`src/rtl/instr_sequencer_pkg.sv`:
```
// Shared types and constants for the instruction sequencer and its program store.
package instr_sequencer_pkg;

  localparam int PROG_DEPTH = 16;
  localparam int ADDR_W     = 4;
  localparam int WORD_W     = 20;

  typedef enum logic [1:0] {
    S_IDLE = 2'd0,
    S_RUN  = 2'd1,
    S_DONE = 2'd2
  } seq_state_e;

  localparam logic [3:0]        OP_HALT  = 4'b1111;
  localparam logic [WORD_W-1:0] NOP_WORD = 20'h00000;

  localparam logic [3:0] OP_ADD  = 4'b0010;
  localparam logic [3:0] OP_ADDI = 4'b0011;
  localparam logic [3:0] OP_SUB  = 4'b0100;
  localparam logic [3:0] OP_SUBI = 4'b0101;
  localparam logic [3:0] OP_1110 = 4'b1110;
  localparam logic [3:0] OP_1100 = 4'b1100;
  localparam logic [3:0] OP_1000 = 4'b1000;
  localparam logic [3:0] OP_1010 = 4'b1010;

  function automatic logic is_halt(input logic [WORD_W-1:0] word);
    return word[19:16] == OP_HALT;
  endfunction

endpackage

```
`src/rtl/instr_sequencer_prog_ram.sv`:
```
// 16 x 20-bit program store: synchronous write, asynchronous read, cleared by reset.
module seq_prog_ram
  import instr_sequencer_pkg::*;
(
  input  logic              clk,
  input  logic              reset,
  input  logic              we,
  input  logic [ADDR_W-1:0] waddr,
  input  logic [WORD_W-1:0] wdata,
  input  logic [ADDR_W-1:0] raddr,
  output logic [WORD_W-1:0] rdata
);

  logic [WORD_W-1:0] mem_q [PROG_DEPTH];
  logic [WORD_W-1:0] mem_d [PROG_DEPTH];

  always_comb begin
    mem_d = mem_q;
    if (we) mem_d[waddr] = wdata;
  end

  always_ff @(posedge clk or posedge reset) begin
    if (reset) begin
      for (int i = 0; i < PROG_DEPTH; i++) mem_q[i] <= NOP_WORD;
    end else begin
      mem_q <= mem_d;
    end
  end

  assign rdata = mem_q[raddr];

endmodule

```
`src/rtl/instr_sequencer.sv`:
```
// Program sequencer: IDLE/RUN/DONE FSM issuing one stored word per cycle.
// Optional single-step mode is enabled by defining SEQ_STEP_EN.
module instr_sequencer
  import instr_sequencer_pkg::*;
(
  input  logic              clk,
  input  logic              reset,
  input  logic              prog_we,
  input  logic [ADDR_W-1:0] prog_addr,
  input  logic [WORD_W-1:0] prog_data,
  input  logic              start,
  input  logic              abort,
`ifdef SEQ_STEP_EN
  input  logic              step,
`endif
  output logic [WORD_W-1:0] instruct,
  output logic [ADDR_W-1:0] pc,
  output logic              busy,
  output logic              done,
  output seq_state_e        dbg_state
);

  seq_state_e        state_q, state_d;
  logic [ADDR_W-1:0] pc_q, pc_d;
  logic [WORD_W-1:0] word;
  logic              adv;

`ifdef SEQ_STEP_EN
  assign adv = step;
`else
  assign adv = 1'b1;
`endif

  // The store is writable only while no program is executing.
  seq_prog_ram u_ram (
    .clk   (clk),
    .reset (reset),
    .we    (prog_we && (state_q != S_RUN)),
    .waddr (prog_addr),
    .wdata (prog_data),
    .raddr (pc_q),
    .rdata (word)
  );

  always_comb begin
    state_d = state_q;
    pc_d    = pc_q;
    case (state_q)
      S_IDLE: begin
        if (start && !abort) begin
          state_d = S_RUN;
          pc_d    = '0;
        end
      end
      S_RUN: begin
        // abort beats HALT and end-of-program; start is ignored here
        if (abort) begin
          state_d = S_IDLE;
          pc_d    = '0;
        end else if (adv) begin
          if (is_halt(word) || (pc_q == ADDR_W'(PROG_DEPTH - 1))) begin
            state_d = S_DONE;
          end else begin
            pc_d = pc_q + 4'd1;
          end
        end
      end
      S_DONE: begin
        state_d = S_IDLE;
        pc_d    = '0;
      end
      default: begin
        state_d = S_IDLE;
        pc_d    = '0;
      end
    endcase
  end

  always_ff @(posedge clk or posedge reset) begin
    if (reset) begin
      state_q <= S_IDLE;
      pc_q    <= '0;
    end else begin
      state_q <= state_d;
      pc_q    <= pc_d;
    end
  end

  always_comb begin
    instruct = NOP_WORD;
    if ((state_q == S_RUN) && adv && !is_halt(word)) instruct = word;
  end

  assign pc        = pc_q;
  assign busy      = (state_q == S_RUN);
  assign done      = (state_q == S_DONE);
  assign dbg_state = state_q;

endmodule
```
`config.mk`:
```
export PLATFORM = sky130hd
export DESIGN_NAME = instr_sequencer
export DESIGN_NICKNAME = d
export VERILOG_FILES = /design/src/rtl/instr_sequencer_pkg.sv /design/src/rtl/instr_sequencer_prog_ram.sv /design/src/rtl/instr_sequencer.sv
export SDC_FILE = /design/constraint.sdc
export NUM_CORES = 1
export LEC_CHECK = 0
export BUFFER_PORTS_ARGS = -buffer_cell sky130_fd_sc_hd__buf_2
export CAP_MARGIN = 5
export CORE_AREA = 5 5 188 190
export CTS_CLUSTER_DIAMETER = 50
export DETAILED_ROUTE_END_ITERATION = 8
export DIE_AREA = 0 0 193 195
export GPL_TIMING_DRIVEN = 1
export PLACE_DENSITY = 0.72
export SLEW_MARGIN = 20
export SYNTH_ARGS = -nofsm -noshare
export SYNTH_HDL_FRONTEND = slang
export SYNTH_SLANG_ARGS = --single-unit
```
`constraint.sdc`:
```
create_clock -name clk -period 23.3 [get_ports clk]
set_input_delay 1.165 -clock clk [delete_from_list [all_inputs] [get_ports clk]]
set_output_delay 1.165 -clock clk [all_outputs]
set_load 0.01 [all_outputs]
```
# Word-level counts from Yosys, hierarchy flattened
# Index checks and enable logic that the tools add are counted.
classes:
  n_addsub: 1
  n_lt_le_gt_ge: 3
  eq_ne: 8
  n_mux: 15
  bitwise: 2
  reduce_logical: 10
ops:
  columns: ["op", "count"]
  rows:
  - ["$bwmux 320", 1]
  - ["$bmux 20 s4", 1]
  - ["$demux 20 s4", 1]
  - ["$mux 20", 4]
  - ["$mux 4", 3]
  - ["$ge 5x5->1 const B", 2]
  - ["$not 4->5", 2]
  - ["$eq 4x4->1 const B", 2]
  - ["$pmux 4 s2", 1]
  - ["$mux 2", 3]
  - ["$lt 5x1->1 const B", 1]
  - ["$add 4x1->4 const B", 1]
  - ["$logic_and 1x1->1", 4]
  - ["$pmux 2 s2", 1]
  - ["$reduce_and 2->1", 2]
  - ["$ne 3x2->1 const B", 1]
  - ["$ne 3x3->1 const B", 1]
  - ["$eq 2x1->1 const B", 1]
  - ["$eq 2x2->1 const B", 1]
  - ["$logic_not 1->1", 2]
  - ["$logic_not 2->1", 1]
  - ["$ne 2x1->1 const B", 1]
  - ["$ne 2x2->1 const B", 1]
  - ["$logic_or 1x1->1", 1]
totals:
  ff_bits: 326
  input_bits: 29
  output_inout_bits: 28
  wordCells: 57

# Depth between registers and ports, before layout
# Gate-level depths: netlist of run 1.
depth:
  ltp_word: 9
  depth_mapped: 9
  ltp_nobuf: 6

# Cells and area by module
# From an unflattened synthesis of run 1, not the netlist that was laid out.
hier_totals:
  hier_cells: 951
  hier_area_um2: 14943.1
modules_own_cells:
  columns: ["mod", "n_inst", "cells_per_inst", "area_per_inst_um2"]
  rows:
  - ["seq_prog_ram", 1, 887, 14430.1]
  - ["instr_sequencer", 1, 64, 513.0]

# Worst setup path after synthesis of run 1
# Ideal clock, no wire load.
synth_timing:
  path_kind: "reg2out"
  from: "reg pc_q[1], in the netlist pc[1]"
  to: "out instruct[0]"
  arrival_ns: 2.134
  t_required_ns: 22.135
  slack_ns: 20.001
  path_stages_with_launch: 8
  path_buffers: 4
  path_cell_list: "dfrtp_1 > buf_2 > buf_6 > buf_2 > buf_2 > mux4_2 > mux4_2 > and3_1"
synth_between:
  elab_chain_cells: 8
synth_lines:
  columns: ["item", "line_no", "rtl"]
  rows:
  - ["start: declaration", "instr_sequencer.sv:24", "logic [ADDR_W-1:0] pc_q, pc_d;"]
  - ["start signal: assignment", "instr_sequencer.sv:85", "pc_q <= pc_d;"]
  - ["$not 4->5 (not written as such) *", "instr_sequencer_prog_ram.sv:30", "assign rdata = mem_q[raddr];"]
  - ["$bmux 20 s4 *", "instr_sequencer_prog_ram.sv:30", null]
  - ["$mux 20 (not written as such) * (2 in a row)", "instr_sequencer_prog_ram.sv:30", null]
  - ["$eq 4x4->1", "instr_sequencer_pkg.sv:27", "return word[19:16] == OP_HALT;"]
  - ["$logic_not 1->1", "instr_sequencer.sv:91", "if ((state_q == S_RUN) && adv && !is_halt(word)) instruct = word;"]
  - ["$logic_and 1x1->1", "instr_sequencer.sv:91", null]
  - ["$mux 20 *", "instr_sequencer.sv:91", null]
  - ["end: declaration", "instr_sequencer.sv:16", "output logic [WORD_W-1:0] instruct,"]
# Mark *: on every way between the ends. The rest lies on a longest branch, timed or not. The select of a mux whose other input is x is not followed.

# Worst setup path in the final report of run 1
layout_timing:
  from: "reg pc_q[0], in the netlist pc[0]"
  to: "out instruct[5]"
# Same word-level chain as after synthesis.

==> parameters.txt, run 1 <==
Parameter                              Value

Outcome
  Outcome    finished, final reports clean

CTS
  Maximum number of buffers from clock root to sink    3
  CTS root buffer    sky130_fd_sc_hd__clkbuf_16
  Clock sink count    326
  Number of H-tree levels    2
  Hold-fix buffer count after cts    0
  Clock tree from TritonCTS    done
  Setup repair bufs after CTS    0
  # resized after CTS    0
  Clock latency on the worst-skew pair    0.54 ns
  Clock-pin slew of the registers on the worst-case setup and hold paths    0.06 ns
  Number of buffers added by the clock tree synthesis step    37

Finish
  Top library cells by usage in the layout, fill and taps aside    323 x sky130_fd_sc_hd__dfrtp_1, 320 x sky130_fd_sc_hd__mux2_1, 82 x sky130_fd_sc_hd__mux4_2, 56 x sky130_fd_sc_hd__buf_2, 39 x sky130_fd_sc_hd__clkbuf_16
  Number of nets in the layout    984
  Final Non-Filler Cells    1431
  Most frequent standard cell in the layout excluding fill and tap cells    sky130_fd_sc_hd__dfrtp_1
  Signed area change from the synthesized netlist to the final layout    13.1%
  Fraction of final layout cells with drive strength greater than 1    0.248
  Final core utilization    0.507

Global route
  Global-route wire length before repair    53.8 mm
  Initial antenna violation count    1
  Vias in the first global route    8824
  Overflow after GRT    0
  Maximum number of pins on one net before global-route repair    133
  Total global-route track usage    0.186

Setup path
  Worst Path Arrival    4.37 ns
  CP Launch Type    flop
  Crit path required time    22.14 ns
  Worst Path Max Fanout    48
  Worst Path Class, Setup    reg2out
  Crit end category    output pin

Place
  DP Cell Count    1363
  Number of I/O port buffers    56
  Placer's final routability congestion estimate    0.747
  DPL Wire Length    19.7 mm
  Post-placement worst setup slack    18.22 ns

Route
  Per-cell routed wire length    23.7 um
  Pre-Repair DR Iteration Count    4
  Number of design-rule violations left by the first detailed-router iteration    452
  Total Wirelength    33.9 mm
  Remaining antenna violation count    0
  Via count of the routed design    8217
  Number of vias per cell after detailed routing    5.74
  DRC violations left    0

Synthesis
  Post-synthesis share of cell area spent on xor and xnor gates    0
  Mux contribution to synthesized area    0.390
  Largest family of logic cells by synthesized area    multiplexers
  Synthesized-area fraction occupied by adder cells    0.000839
  Simple-gate portion of the synthesized area    0.0270
  Synthesized area per cell    16.3 um^2
  Total nets after synthesis    946
  Number of warnings reported in the yosys synthesis log    0
  EDFF count, synth    0
  Fraction of the mapped netlist area in compound gates    0.00781
  Library cells used by synthesis    34
  Sequential-to-total area share from yosys stat    0.547
  Number of instances in the synthesized netlist    916
  Total standard cell area after synthesis    0.0149 mm^2
  Primary FF master, synth    sky130_fd_sc_hd__dfrtp_1
  Post-synthesis register bit count    326
  Async set or reset register ratio after synthesis    1.00

STA
  Aggregate negative setup slack    0 ns
  Setup skew after layout    0.0210 ns
  RSZ-0062 raised after global routing    false
  Max-slew violation total from the final report    0
  Final WS setup    17.77 ns
  Final worst path period share    0.238
  Count of final hold-check violations    0
  Transition time at the pin with the least slew margin    1.06 ns
  Worst hold margin    0.475 ns
  Maximum frequency from static timing analysis    0.181 GHz
  Relative slew slack    0.287
  Final setup viols    0
  Final min period    5.54 ns

Run
  Count of maximum capacitance violations    0

Floorplan
  # IOs    57
  Die Y    195 um
  Die outline area    0.0376 mm^2
  Std-Cell Core Area    0.0333 mm^2
  Starting Density    0.448
  Die width    193 um
  Standard-cell rows    67

Pwr
  Peak supply drop    0.0689 mV
  Power density over the cells    97.5 mW/mm^2
  Leakage power total    7.48 nW

Worst hold path
  Worst Hold Class    reg2reg
## flip-flops by register name, indices dropped and copies added (netlist names)
register and cells:
dbg_state 2, pc 4, u_ram.mem_q 320
## stage by stage
step	area, um^2	power (mW)
after floorplan	14900	0.980
after global placement	15600	1.04
after detailed placement	15600	1.06
after CTS	16900	1.66
after global routing	16900	1.73
final	16900	1.64
## per-layer routing
metal  track usage  share of wire  vias to the layer above
met2         0.282           0.46                      201
li1              -              -                     3525
met5             0        0.00032                        -
met3        0.0416          0.070                       35
met1         0.278           0.46                     4454
met4        0.0383          0.012                        2
## where the power goes
part           leakage [nW]  switching [mW]  internal [mW]
logic                  2.79           0.107          0.166
clock network         0.624           0.234          0.365
registers              4.06          0.0702          0.701
total                  7.48           0.411           1.23
## cell families (layout without fill, tap and decap cells)
logic type,Yosys count,in the layout
mux,416,416
flops,326,326
buf+inv,83,148
simple gates,75,75
compound gates,15,15
fa+ha+maj,1,1
other cells,0,2
## synthesized netlist by cell type (2+ instances only)
master / count / area (um^2)
sky130_fd_sc_hd__mux4_1: 12 / 315
sky130_fd_sc_hd__nand2_1: 9 / 33.8
sky130_fd_sc_hd__buf_6: 5 / 56.3
sky130_fd_sc_hd__mux4_2: 82 / 1850
sky130_fd_sc_hd__clkbuf_1: 39 / 146
sky130_fd_sc_hd__nor3_1: 6 / 30.0
sky130_fd_sc_hd__mux4_4: 2 / 50.1
sky130_fd_sc_hd__nor2b_1: 3 / 18.8
sky130_fd_sc_hd__a31oi_1: 2 / 12.5
sky130_fd_sc_hd__nor2_1: 16 / 60.1
sky130_fd_sc_hd__a22oi_1: 4 / 30.0
sky130_fd_sc_hd__buf_2: 12 / 60.1
sky130_fd_sc_hd__nand3_1: 8 / 40.0
sky130_fd_sc_hd__inv_1: 3 / 11.3
sky130_fd_sc_hd__nand2b_1: 6 / 37.5
sky130_fd_sc_hd__mux2_1: 320 / 3600
sky130_fd_sc_hd__a21oi_1: 2 / 10.0
sky130_fd_sc_hd__buf_1: 21 / 78.8
sky130_fd_sc_hd__dfrtp_1: 326 / 8160
sky130_fd_sc_hd__buf_12: 2 / 40.0
sky130_fd_sc_hd__o21ai_1: 2 / 10.0
sky130_fd_sc_hd__and3_1: 22 / 138
## final cells by class
class	instances	area [um^2]
fillers	2723	16400
flip-flops and latches	326	8170
multi-input cells	507	6380
clock buffers	48	1050
well taps	448	561
repair buffers	79	453
clock inverters	18	221
inverters	3	18.8
diodes	2	5.00
## worst max-delay path: stages, from the launching register on
cell                      delay, ns
sky130_fd_sc_hd__dfrtp_4       0.91
sky130_fd_sc_hd__buf_4         0.84
sky130_fd_sc_hd__mux4_2        0.60
sky130_fd_sc_hd__a22oi_1       0.21
sky130_fd_sc_hd__nand3_1       0.23
sky130_fd_sc_hd__nand4_2       0.60
sky130_fd_sc_hd__and3_1        0.26
sky130_fd_sc_hd__buf_2         0.13
## final timing paths
| kind | from | to | slack [ns] | depth (start not counted) |
|---|---|---|---|---|
| max in group asynchronous | reset | u_ram.mem_q[137]$_DFFE_PP0P_ | 19.94 | 4 |
| setup reg to reg | pc[0]$_DFFE_PP0P_ | pc[2]$_DFFE_PP0P_ | 19.31 | 7 |
| hold reg to reg | u_ram.mem_q[137]$_DFFE_PP0P_ | u_ram.mem_q[137]$_DFFE_PP0P_ | 0.47 | 1 |
| setup / recovery | pc[0]$_DFFE_PP0P_ | instruct[5] | 17.77 | 7 |
| hold / removal | u_ram.mem_q[137]$_DFFE_PP0P_ | u_ram.mem_q[137]$_DFFE_PP0P_ | 0.47 | 1 |
| min in group asynchronous | reset | u_ram.mem_q[10]$_DFFE_PP0P_ | 0.76 | 2 |
(Power assumes the default switching activity.)
==> run 2, diff against run 1 <==
Settings changed: ABC_AREA set to 1, CORE_AREA 5 5 188 190 to 5 5 189 191, DIE_AREA 0 0 193 195 to 0 0 194 196, PLACE_DENSITY 0.72 to 0.71.
Clock period 23.3 ns to 5.4 ns, I/O delays scaled along.
==> run 2 against run 1 <==
Net effect:
- the run now ends with hold timing left
- register-to-register slack worse by 17 ns
- sequential cell count did not move
- combinational power grew to 9.1 times the previous value
- clock skew shrank 0.0043 ns
- wire length rose by 19%
- area after synthesis is 0.17% higher
- count of clock-buffer cells in the layout up 10
- die area is 1.0% higher
- setup slack got worse by 16 ns
- critical path type unchanged
- critical endpoint is now instruct[0]
- largest power group unchanged
- highest routed layer is now met4
==> parameters.txt, run 2 <==
Parameter                              Value

Setup path
  Most common cell type on the critical path    sky130_fd_sc_hd__nand2_1
  Slowest stage cell, crit path    sky130_fd_sc_hd__dfrtp_4
  Highest cell delay on the worst timing path    0.75 ns (-0.16 ns)
  Crit path required time    5.13 ns (-17.01 ns)
  Worst Path Class, Setup    reg2out
  Worst Path Max Fanout    86 (+79%)
  Worst Path Arrival    3.62 ns (-0.75 ns)
  CP Launch Type    flop
  Depth of the most critical reg-to-reg path    13 (+6)
  Cell breakdown of the critical path    inv_6, buf_4, nand2_1, a221o_1, o211ai_1, nand2_1, nor2_2, buf_2
  Crit end category    output pin

Synthesis
  EDFF count, synth    0 (unchanged)
  Number of warnings reported in the yosys synthesis log    0 (unchanged)
  Area share of the largest cell type after synthesis    0.546 (-0.000917)
  Most used standard cell by instance count after synthesis    sky130_fd_sc_hd__nand2_1
  Total standard cell area after synthesis    0.0149 mm^2 (+0.17%)
  Sequential-to-total area share from yosys stat    0.546 (-0.000917)
  Post-synthesis register bit count    326 (unchanged)
  Library cell with the largest summed area after synthesis    sky130_fd_sc_hd__dfrtp_1
  Library cells used by synthesis    28 (-18%)
  Number of instances in the synthesized netlist    1786 (+95%)
  Dominant cells by area after synthesis    sky130_fd_sc_hd__dfrtp_1 55%, sky130_fd_sc_hd__nand2_1 16%, sky130_fd_sc_hd__o21ai_0 11%, sky130_fd_sc_hd__a21oi_1 3.6%, sky130_fd_sc_hd__clkbuf_1 2.3%
  Most instantiated cells after synthesis    629 x sky130_fd_sc_hd__nand2_1, 326 x sky130_fd_sc_hd__dfrtp_1, 321 x sky130_fd_sc_hd__o21ai_0
  Synthesized area per cell    8.36 um^2 (-49%)
  Async set or reset register ratio after synthesis    1.00 (unchanged)
  Total nets after synthesis    1816 (+92%)
  Primary FF master, synth    sky130_fd_sc_hd__dfrtp_1

STA
  Max-slew violation total from the final report    0 (unchanged)
  Transition time at the pin with the least slew margin    0.964 ns (-0.100 ns)
  Setup skew after layout    0.0166 ns (-0.00434 ns)
  Final setup viols    0 (unchanged)
  Final worst path period share    0.721
  Relative slew slack    0.357 (+0.0696)
  Count of final hold-check violations    50 (+50)
  RSZ-0062 raised after global routing    false
  Aggregate negative setup slack    0 ns (unchanged)
  Worst hold margin    -0.0909 ns (-0.566 ns)
  Maximum frequency from static timing analysis    0.257 GHz
  Final min period    3.89 ns

Finish
  Largest register by flop count    u_ram.mem_q
  Number of nets in the layout    1788 (+82%)
  Fraction of final layout cells with drive strength greater than 1    0.0935 (-0.154)
  Number of diodes    0 (-2)
  Signed area change from the synthesized netlist to the final layout    11.4%
  Max FFs per register    320 (unchanged)
  Top library cells by usage in the layout, fill and taps aside    629 x sky130_fd_sc_hd__nand2_1, 323 x sky130_fd_sc_hd__dfrtp_1, 321 x sky130_fd_sc_hd__o21ai_0, 106 x sky130_fd_sc_hd__a21oi_1, 66 x sky130_fd_sc_hd__nor2_1
  Most frequent standard cell in the layout excluding fill and tap cells    sky130_fd_sc_hd__nand2_1

Floorplan
  Die outline area    0.0380 mm^2 (+1.0%)
  Starting Density    0.440 (-0.00806)
  Die Y    196 um (+0.51%)
  Die width    194 um (+0.52%)
  Std-Cell Core Area    0.0339 mm^2 (+2.0%)
  Standard-cell rows    68 (+1.5%)
  # IOs    57 (unchanged)

Global route
  Met2 usage in global routing    0.337 (+0.0548)
  Total global-route track usage    0.211 (+0.0251)
  Maximum number of pins on one net before global-route repair    136 (+2.3%)
  Global-route wire length before repair    65.5 mm (+22%)
  Busiest layer in global routing    met2
  Global-route track usage on met1    0.289 (+0.0111)
  Grt met3 use    0.0460 (+0.00442)
  Vias in the first global route    12100 (+37%)
  Initial antenna violation count    0 (-1)
  Overflow after GRT    0 (unchanged)

Route
  Total Wirelength    40.3 mm (+19%)
  Number of design-rule violations left by the first detailed-router iteration    1336 (+200%)
  Via count of the routed design    12400 (+51%)
  DRC violations left    0 (unchanged)
  Remaining antenna violation count    0 (unchanged)
  Pre-Repair DR Iteration Count    5 (+1)
  Number of vias per cell after detailed routing    5.54 (-3.6%)
  Per-cell routed wire length    18.0 um (-24%)

CTS
  Setup repair bufs after CTS    0 (unchanged)
  Clock tree from TritonCTS    done
  Maximum number of buffers from clock root to sink    3 (unchanged)
  Clock-pin slew of the registers on the worst-case setup and hold paths    0.06 ns (about the same)
  CTS root buffer    sky130_fd_sc_hd__clkbuf_16
  Clock latency on the worst-skew pair    0.52 ns (-0.02 ns)
  # resized after CTS    0 (unchanged)
  Number of buffers added by the clock tree synthesis step    38 (+2.7%)
  Clock sink count    326 (unchanged)
  Hold-fix buffer count after cts    0 (unchanged)
  Number of H-tree levels    2 (unchanged)

Place
  Placer's final routability congestion estimate    0.765 (+2.4%)
  DPL Wire Length    21.3 mm (+8.1%)
  Number of I/O port buffers    56 (unchanged)

Pwr
  Leakage power total    7.76 nW (+3.7%)
  Peak supply drop    0.300 mV (+330%)
  Power density over the cells    558 mW/mm^2 (+470%)

Outcome
  Outcome    complete, but fails checks
  Failing checks    hold timing

Run
  Count of maximum capacitance violations    0 (unchanged)

Worst hold path
  Worst Hold Class    in2async
## run 2: changes by cell type after synthesis, sizes merged, moves of 19 or more
cell / change
mux4: -96
o211ai: +19
a21oi: +108
inv: +46
a32o: +25
and3: -22
clkbuf: +54
o21ai: +325
nand2: +620
nor2: +60
mux2: -320
## run 2: metrics by stage
step	instance area (um^2)	instances	power (mW)	setup WS [ns]	util
2_1_floorplan	14900	1786	5.97	0.779	-
3_3_place_gp	15300	2173	6.46	2.10	0.450
3_5_place_dp	15300	2173	6.58	2.06	0.450
4_1_cts	16600	2242	9.32	1.51	0.490
5_1_grt	16600	2242	9.95	1.21	0.490
6_report	16600	2242	9.27	1.51	0.490
## run 2: report_power, final
part / switching, mW / internal, mW / total [mW]
combinational: 1.54 / 0.951 / 2.49
clock: 1.01 / 1.70 / 2.71
sequential: 0.610 / 3.47 / 4.08
total: 3.15 / 6.12 / 9.27
## run 2: logic make-up (layout without fill, tap and decap cells)
family | count (synthesis) | after routing | synth area share
buffers and inverters | 200 | 201 | 0.0628
XOR/XNOR | 2 | 2 | 0.00117
AND/OR/NAND/NOR | 729 | 729 | 0.187
AO/OA/AOI/OAI | 528 | 528 | 0.201
adder cells (fa/ha/maj) | 1 | 1 | 0.000838
flip-flops | 326 | 326 | 0.546
## run 2: worst paths after layout
kind	startpoint	endpoint	slack [ns]
worst max-delay path	pc[0]$_DFFE_PP0P_	instruct[0]	1.51
worst min-delay path	reset	u_ram.mem_q[132]$_DFFE_PP0P_	-0.09
worst max register to register	pc[0]$_DFFE_PP0P_	pc[1]$_DFFE_PP0P_	2.72
worst min register to register	u_ram.mem_q[291]$_DFFE_PP0P_	u_ram.mem_q[291]$_DFFE_PP0P_	0.48
max in group asynchronous	reset	u_ram.mem_q[304]$_DFFE_PP0P_	4.09
min in group clk	abort	dbg_state[0]$_DFFE_PP0P_	0.10
## run 2: layout make-up
class / count / area, um^2
Sequential cell: 326 / 8160
Clock inverter: 11 / 175
Tap cell: 455 / 569
Clock buffer: 58 / 1180
Inverter: 49 / 194
Timing Repair Buffer: 83 / 508
Multi-Input combinational cell: 1260 / 5840
Fill cell: 3159 / 17300
## run 2: worst max-delay path, delay by kind of cell (launching register included)
kind                   cells  cell delay, ns
flip-flops                 1            0.75
AND/OR/NAND/NOR            3            0.41
buffers and inverters      3            1.45
AO/OA/AOI/OAI              2            0.47
## run 2: routing by layer
metal  share of wire  wire length, um
met1            0.44            17700
met2            0.45            18200
met3           0.078             3120
met4           0.029             1190
met5               0                0
